<file path="src/rtl/pipeline_hazard_unit.sv">
// rtl/pipeline_hazard_unit.sv - hazard detection, operand forwarding and stage control for the in-order pipeline
module pipeline_hazard_unit #(
  parameter int DEPTH      = 4,
  parameter int LOAD_STAGE = 2,
  parameter int REG_AW     = 5,
  parameter int SEL_W      = 3
) (
  input  logic              clk,
  input  logic              rst,
  input  logic              id_valid,
  input  logic [REG_AW-1:0] id_rs,
  input  logic [REG_AW-1:0] id_rt,
  input  logic              id_rs_used,
  input  logic              id_rt_used,
  input  logic              id_wen,
  input  logic [REG_AW-1:0] id_waddr,
  input  logic              id_is_load,
  input  logic              id_is_branch,
  input  logic              branch_taken,
  input  logic              mem_busy,
  output logic              pc_en,
  output logic              flush_if,
  output logic [DEPTH-1:0]  stage_en,
  output logic [DEPTH-1:0]  stage_valid,
  output logic [SEL_W-1:0]  fwd_rs_sel,
  output logic [SEL_W-1:0]  fwd_rt_sel,
  output logic              stall_id,
  output logic [31:0]       stall_cnt
);

  // Destination records for stages 1..DEPTH-1; stage 0 (ID) comes straight from the id_* inputs.
  logic [DEPTH-1:1]  r_valid;
  logic [DEPTH-1:1]  r_wen;
  logic [DEPTH-1:1]  r_load;
  logic [REG_AW-1:0] r_waddr [1:DEPTH-1];
  logic [31:0]       r_stall_cnt;

  logic [DEPTH-1:0]  w_valid;
  logic [DEPTH-1:0]  w_wen;
  logic [DEPTH-1:0]  w_load;
  logic [REG_AW-1:0] w_waddr [0:DEPTH-1];
  logic [SEL_W-1:0]  w_rs_sel;
  logic [SEL_W-1:0]  w_rt_sel;
  logic              w_rs_hz;
  logic              w_rt_hz;
  logic              w_stall_id;
  logic              w_mem_wait;

  always_comb begin
    w_valid    = {r_valid, id_valid};
    w_wen      = {r_wen, id_wen};
    w_load     = {r_load, id_is_load};
    w_waddr[0] = id_waddr;
    for (int k = 1; k < DEPTH; k++) begin
      w_waddr[k] = r_waddr[k];
    end
  end

  // Scan oldest to youngest so the youngest matching producer wins.
  always_comb begin
    w_rs_sel = '0;
    w_rt_sel = '0;
    w_rs_hz  = 1'b0;
    w_rt_hz  = 1'b0;
    for (int k = DEPTH - 1; k >= 1; k--) begin
      if (id_rs_used && r_valid[k] && r_wen[k] && (r_waddr[k] != '0) && (r_waddr[k] == id_rs)) begin
        w_rs_sel = SEL_W'(k);
        w_rs_hz  = r_load[k] && (k < LOAD_STAGE);
      end
      if (id_rt_used && r_valid[k] && r_wen[k] && (r_waddr[k] != '0) && (r_waddr[k] == id_rt)) begin
        w_rt_sel = SEL_W'(k);
        w_rt_hz  = r_load[k] && (k < LOAD_STAGE);
      end
    end
  end

  assign w_stall_id = id_valid && (w_rs_hz || w_rt_hz);
  assign w_mem_wait = mem_busy && r_valid[LOAD_STAGE];

  always_comb begin
    stage_en = '1;
    if (w_mem_wait) begin
      for (int k = 0; k <= LOAD_STAGE; k++) begin
        stage_en[k] = 1'b0;
      end
    end else if (w_stall_id) begin
      stage_en[0] = 1'b0;
    end
  end

  assign pc_en       = !(w_mem_wait || w_stall_id);
  assign flush_if    = rst && id_valid && id_is_branch && branch_taken && !w_stall_id && !w_mem_wait;
  assign stage_valid = w_valid;
  assign fwd_rs_sel  = w_rs_sel;
  assign fwd_rt_sel  = w_rt_sel;
  assign stall_id    = w_stall_id;
  assign stall_cnt   = r_stall_cnt;

  always_ff @(posedge clk or negedge rst) begin
    if (!rst) begin
      r_valid     <= '0;
      r_wen       <= '0;
      r_load      <= '0;
      r_stall_cnt <= '0;
      for (int k = 1; k < DEPTH; k++) begin
        r_waddr[k] <= '0;
      end
    end else begin
      for (int k = 1; k < DEPTH; k++) begin
        if ((w_mem_wait && (k == LOAD_STAGE + 1)) || (!w_mem_wait && w_stall_id && (k == 1))) begin
          r_valid[k] <= 1'b0;
          r_wen[k]   <= 1'b0;
          r_load[k]  <= 1'b0;
          r_waddr[k] <= '0;
        end else if (!w_mem_wait || (k > LOAD_STAGE + 1)) begin
          r_valid[k] <= w_valid[k-1];
          r_wen[k]   <= w_wen[k-1];
          r_load[k]  <= w_load[k-1];
          r_waddr[k] <= w_waddr[k-1];
        end
      end
      if ((w_stall_id || w_mem_wait) && (r_stall_cnt != 32'hFFFF_FFFF)) begin
        r_stall_cnt <= r_stall_cnt + 32'd1;
      end
    end
  end

endmodule

</file>
<file path="config.mk">
export PLATFORM = sky130hd
export DESIGN_NAME = pipeline_hazard_unit
export DESIGN_NICKNAME = d
export VERILOG_FILES = /design/src/rtl/pipeline_hazard_unit.sv
export SDC_FILE = /design/constraint.sdc
export NUM_CORES = 1
export LEC_CHECK = 0
export ABC_CLOCK_PERIOD_IN_PS = 4150
export CORE_AREA = 2 2 77 79
export DETAILED_ROUTE_END_ITERATION = 16
export DIE_AREA = 0 0 79 81
export PLACE_DENSITY_LB_ADDON = 0.3
export SLEW_MARGIN = 5
export SYNTH_ARGS = -nofsm -noshare
export SYNTH_HDL_FRONTEND = slang
export SYNTH_SLANG_ARGS = --single-unit
</file>
<file path="constraint.sdc">
create_clock -name clk -period 4.15 [get_ports clk]
set_clock_uncertainty 0.1 [all_clocks]
set_input_delay 0.415 -clock clk [delete_from_list [all_inputs] [get_ports clk]]
set_output_delay 0.415 -clock clk [all_outputs]
set_load 0.03 [all_outputs]
</file>
==> impl_metrics.tcl, run 1 <==
set metrics [dict create \
    rows 28 \
    async_flop_share_pct 100 \
    ir_drop_mv 0.250 \
    power.share.clock_pct 25.8 \
    grt_pass1_vias 2269 \
    grt-ovfl-total 0 \
    start_util_pct 50.3 \
    fin_crit_ps 3190 \
    maxSlewViolCount 0 \
    ys_warn_count 0 \
    fin_hold_ws_ps 134 \
    synth-edff-count 0 \
    min_path_type "input pin to asynchronous set/reset pin" \
    worst_path_max_delay_cell "clkdlybuf4s50_1" \
    critPathLaunchType "input pin" \
    fin_util_pct 65.5 \
    syn_to_final_growth_pct 30.3 \
    leakage_nw 1.57 \
    cts_resized 0 \
    critPathArrivalTime_ps 2670 \
    synth_top_area_share_pct 47.3 \
    regToRegSetupSlack_ps 1500 \
    dieHeight_um 81 \
    synth_flop_cell "dfrtp_1" \
    p_comb_share_pct 26.0 \
    power.share.sequential_pct 48.2 \
    grtUsageTotal_pct 21.2 \
    fin_tns_setup_ps 0 \
    p_switching_uw 456 \
    worst_slack_ps 964 \
    grt_pass1_wl_mm 10.6 \
    placed_area_um2 3600 \
    port_buffers 70 \
    path_common_cell "clkdlybuf4s50_1" \
    cts_hold_buffers 0 \
    rsz0062_at_grt "false" \
    die_w_um 79 \
    finalSetupViolations 0 \
    worst_slew_pin_slew_ps 667 \
    syn_avg_cell_area_um2 9.98 \
    crit_required_ps 3630 \
    post_cts_buffers 0 \
    status "finished clean" \
    hpwl_mm 4.63 \
    ys_ff_latch 54 \
    final_nets 382 \
    cts.path.max_buffers 2 \
    vias_per_cell 5.27 \
    internal_power_uw 930 \
    synth_top_area_cell "dfrtp_1" \
    crit_type "input pin to primary output" \
    yosysSeqAreaShare_pct 47.3 \
    fin_crit_sh_pct 76.8 \
    relSlewSlack_pct 55.6 \
    slowest_delay_ps 700 \
    ant_nets 0 \
    final_area_um2 3720 \
    fmax_ghz 0.314 \
    antenna_found_initial 0 \
    drive_above_1_share_pct 6.16 \
    path_cells "clkdlybuf4s50_1 > xor2_1 > nor4_1 > and3_2 > o2111ai_4 > inv_1 > nor3_1 > clkdlybuf4s50_1" \
    die_area_um2 6400 \
    cts_made_buffers 5 \
    syn-cell-area_um2 2850 \
    syn_inst 286 \
    clockRootBuffer "clkbuf_8" \
    yosysMostFrequentCell "dfrtp_1" \
    power_switching_share_pct 32.9 \
    path_max_fanout 3 \
    worstPathBufferInverterCount 3 \
    gp_congestion 0.867 \
    wl_per_cell_um 14.5 \
    clk_latency_ps 310 \
    endpoint_kind "primary output" \
    core_um2 5680 \
    powerDensity_nw_per_um2 373 \
    vias 2277 \
    first_pass_iters 5 \
    clk_pin_slew_worst_paths_ps 90 \
    drv_cap 0 \
    drt_iter0_markers 87 \
    netlist_top_cells_count "54 x dfrtp_1, 50 x nand2_1, 40 x xnor2_1, 25 x nand3_1, 20 x xor2_1" \
    ios 74 \
    placed_cells 424 \
    total_power_mw 1.39 \
    cpLargestDelayFamily "buffers and inverters" \
    synth_area_leaders "dfrtp_1 47%, xnor2_1 12%, nand2_1 6.6%" \
    grt_max_degree 55 \
    hold_violations 0 \
    cts_tree "yes" \
    drc 0 \
    htree_levels 2 \
    instances_no_fill 432 \
    dp_worst_setup_slack_ps 972 \
    n_antenna_cell 0 \
    netlist-cell-type-count 39 \
    cts_num_sinks 54 \
    wl_mm 6.27 \
]
cells in the final DEF (no fill, tap or decap), types with 9 or more instances in the layout:
master           synthesis  routed
clkdlybuf4s50_1          0      69
dfrtp_1                 54      54
nand2_1                 50      50
xnor2_1                 40      40
nand3_1                 25      25
xor2_1                  20      20
nand4_1                 17      17
nor2_1                   9       9
and2_1                   9       9
area by class of cell:
cell class | count | area (µm²)
well taps | 75 | 93.8
inverters | 4 | 15.0
flip-flops and latches | 54 | 1350
clock inverters | 3 | 45.0
multi-input cells | 217 | 1420
repair buffers | 74 | 726
clock buffers | 5 | 68.8
fillers | 472 | 1960
worst register-to-register path, cell delays in order, from the launching register on:
cell and delay (ps):
dfrtp_1 470, xor2_1 200, nor4_1 350, and3_2 280, o2111ai_4 140, buf_4 220
a2111oi_4 460, nand4_1 170, xnor2_1 150
sequential cells by signal, summed over array words and instances (netlist names):
signal,count
r_waddr,15
r_load,1
r_valid,3
stall_cnt,32
r_wen,3
power by group through the flow:
| stage | registers [mW] | clock network [mW] | logic, mW |
|---|---|---|---|
| finish | 0.668 | 0.358 | 0.360 |
| global route | 0.679 | 0.385 | 0.391 |
| global placement | 0.677 | 0 | 0.353 |
| floorplan | 0.718 | 0 | 0.167 |
| CTS | 0.668 | 0.361 | 0.362 |
| detailed placement | 0.678 | 0 | 0.362 |
per-layer routing:
| layer | vias up | wire [µm] | global-route usage (%) |
|---|---|---|---|
| met5 | - | 0 | 0 |
| met4 | 0 | 105 | 6.38 |
| met3 | 10 | 242 | 4.33 |
| met2 | 56 | 3120 | 36.7 |
| met1 | 1108 | 2800 | 26.9 |
| li1 | 1103 | - | - |
path summary, 6_finish.rpt:
| check | endpoint | from | cells after the start |
|---|---|---|---|
| max in group asynchronous | stall_cnt[19] | rst | 2 |
| worst min-delay path | r_valid[1] | rst | 2 |
| worst max register to register | stall_cnt[23] | r_waddr[14] | 8 |
| worst max-delay path | flush_if | id_rs[4] | 8 |
| min in group clk | stall_cnt[23] | stall_cnt[23] | 1 |
| worst min register to register | stall_cnt[23] | stall_cnt[23] | 1 |
cells by family (layout without fill, tap and decap cells):
group / after synthesis / count (layout) / share of synthesized area, %
AO/OA/AOI/OAI: 17 / 17 / 6.14
flip-flops: 54 / 54 / 47.3
adder cells (fa/ha/maj): 1 / 1 / 0.438
buffers and inverters: 16 / 86 / 3.07
AND/OR/NAND/NOR: 136 / 136 / 24.3
other: 2 / 3 / 0.263
XOR/XNOR: 60 / 60 / 18.4
(Power assumes the default switching activity.)
==> run 2, diff against run 1 <==
--- a/config.mk
+++ b/config.mk
@@ -5,10 +5,10 @@
 export SDC_FILE = /design/constraint.sdc
 export NUM_CORES = 1
 export LEC_CHECK = 0
-export ABC_CLOCK_PERIOD_IN_PS = 4150
-export CORE_AREA = 2 2 77 79
+export ABC_CLOCK_PERIOD_IN_PS = 2780
+export CORE_AREA = 2 2 84 86
 export DETAILED_ROUTE_END_ITERATION = 16
-export DIE_AREA = 0 0 79 81
+export DIE_AREA = 0 0 86 88
 export PLACE_DENSITY_LB_ADDON = 0.3
 export SLEW_MARGIN = 5
 export SYNTH_ARGS = -nofsm -noshare
==> constraint.sdc (replaced) <==
create_clock -name clk -period 2.78 [get_ports clk]
set_clock_uncertainty 0.1 [all_clocks]
set_input_delay 0.278 -clock clk [delete_from_list [all_inputs] [get_ports clk]]
set_output_delay 0.278 -clock clk [all_outputs]
set_load 0.03 [all_outputs]
==> run 2 against run 1 <==
Compared with the run above:
- hold slack worse by 92 ps
- clock-buffer cell count is 1 higher
- clock power is 77% higher
- worst setup slack worse by 850 ps
- utilization is 7.6 points lower
- critical endpoint is now stage_en[0]
- highest routed layer unchanged
==> impl_metrics.tcl, run 2 (synthesized netlist as in run 1, its figures left out) <==
set metrics [dict create \
    drv_cap 0 \
    drive_above_1_share_pct 11.7 \
    drt_iter0_markers 121 \
    die_area_um2 7570 \
    p_switching_uw 665 \
    placed_area_um2 3690 \
    path_cells "xor2_1 > nor4_1 > and3_2 > o2111ai_4 > buf_6 > inv_1 > nor2_2 > buf_4" \
    antenna_found_initial 0 \
    fin_crit_sh_pct 95.9 \
    worstPathBufferInverterCount 3 \
    path_max_fanout 6 \
    ios 74 \
    start_util_pct 43.0 \
    endpoint_kind "primary output" \
    largest_reg_flops 32 \
    crit_type "register to primary output" \
    crit_required_ps 2400 \
    min_path_type "input pin to asynchronous set/reset pin" \
    fmax_ghz 0.375 \
    dieHeight_um 88 \
    wl_per_cell_um 14.3 \
    cpLargestDelayFamily "simple AND/OR/NAND/NOR gates" \
    vias_per_cell 5.15 \
    cts.path.max_buffers 2 \
    cts_made_buffers 5 \
    clk_pin_slew_worst_paths_ps 90 \
    status "finished clean" \
    hpwl_mm 4.78 \
    leakage_nw 1.67 \
    rows 30 \
    final_area_um2 3850 \
    grt-ovfl-total 0 \
    ir_drop_mv 0.290 \
    core_um2 6640 \
    htree_levels 2 \
    grt_pass1_wl_mm 10.7 \
    syn_to_final_growth_pct 34.8 \
    p_comb_share_pct 25.9 \
    grt_max_degree 55 \
    fin_crit_ps 2670 \
    critPathArrivalTime_ps 2290 \
    layout_commonest_cell "clkdlybuf4s50_1" \
    powerDensity_nw_per_um2 569 \
    maxSlewViolCount 0 \
    hold_violations 0 \
    relSlewSlack_pct 55.8 \
    worst_path_max_delay_cell "dfrtp_1" \
    n_antenna_cell 0 \
    gp_congestion 0.862 \
    grt_pass1_vias 2335 \
    power.share.sequential_pct 45.2 \
    slowest_delay_ps 470 \
    critPathLaunchType "register" \
    mostFrequentLayoutCells "61 x clkdlybuf4s50_1, 51 x dfrtp_1, 50 x nand2_1" \
    die_w_um 86 \
    worst_slew_pin_slew_ps 663 \
    wl_mm 6.42 \
    fin_hold_ws_ps 42.5 \
    finalSetupViolations 0 \
    vias 2307 \
    first_pass_iters 4 \
    clockRootBuffer "clkbuf_8" \
    drc 0 \
    ant_nets 0 \
    internal_power_mw 1.53 \
    fin_tns_setup_ps 0 \
    final_nets 393 \
    port_buffers 70 \
    rsz0062_at_grt "false" \
    power.share.clock_pct 28.9 \
    grtUsageTotal_pct 17.8 \
    cts_num_sinks 54 \
    power_switching_share_pct 30.4 \
    cts_tree "yes" \
    clk_latency_ps 300 \
]
-- run 2: changes by cell type in the layout (fill, tap and decap cells not counted), sizes merged --
cell | previous run | this run
dlygate4sd2 | 0 | 3
bufinv | 1 | 2
clkinvlp | 2 | 0
buf | 5 | 21
clkdlybuf4s50 | 69 | 61
clkbuf | 5 | 6
-- run 2: metal layers --
layer  vias to the layer above  share of wire [%]  wire, µm  global-route usage [%]
met1                      1104                 45      2910                    23.0
met5                         -                  0         0                       0
li1                       1130                  -         -                       -
met4                         0                1.3        82                    5.05
met2                        64                 48      3100                    30.4
met3                         9                5.2       334                    3.86
-- run 2: power groups by stage --
stage	clock (mW)	combinational [mW]	sequential (mW)
finish	0.633	0.567	0.990
global route	0.686	0.615	1.00
CTS	0.651	0.570	0.990
detailed placement	0	0.570	1.00
global placement	0	0.565	1.00
floorplan	0	0.250	1.07
-- run 2: what timing repair did --
action / 4_1_cts / 5_1_grt
resized for setup: 3 / 4
endpoints found under the setup margin: 3 / 4
setup buffers: 0 / 1
pin swaps: 0 / 2
hold buffers: 0 / 0
-- run 2: stage by stage --
| stage | cells | setup slack (ps) | total power [mW] | utilization (%) |
|---|---|---|---|---|
| finish | 448 | 115 | 2.19 | 57.9 |
| CTS | 447 | 20.6 | 2.21 | 57.7 |
| floorplan | 287 | 89.3 | 1.32 | - |
| global placement | 439 | -9.68 | 1.57 | 55.6 |
| detailed placement | 439 | -42.9 | 1.57 | 55.6 |
| global route | 448 | 14.2 | 2.30 | 57.9 |
-- run 2: cell type report --
cell class | count | area (µm²)
clock buffer | 6 | 82.6
clock inverter | 2 | 60.1
fill | 593 | 2800
inverter | 4 | 15.0
multi-input combinational | 217 | 1430
sequential | 54 | 1360
tap | 80 | 100
timing repair buffer | 85 | 808
-- run 2: worst paths after layout --
path | endpoint | startpoint | cells past startpoint | slack (ps)
max | stage_en[0] | r_waddr[12] | 8 | 110
min | stall_cnt[22] | rst | 2 | 40
max reg2reg | stall_cnt[23] | r_waddr[12] | 7 | 300
min reg2reg | stall_cnt[15] | stall_cnt[15] | 1 | 390
max in group asynchronous | r_waddr[14] | rst | 2 | 2060
min in group clk | stall_cnt[15] | stall_cnt[15] | 1 | 390
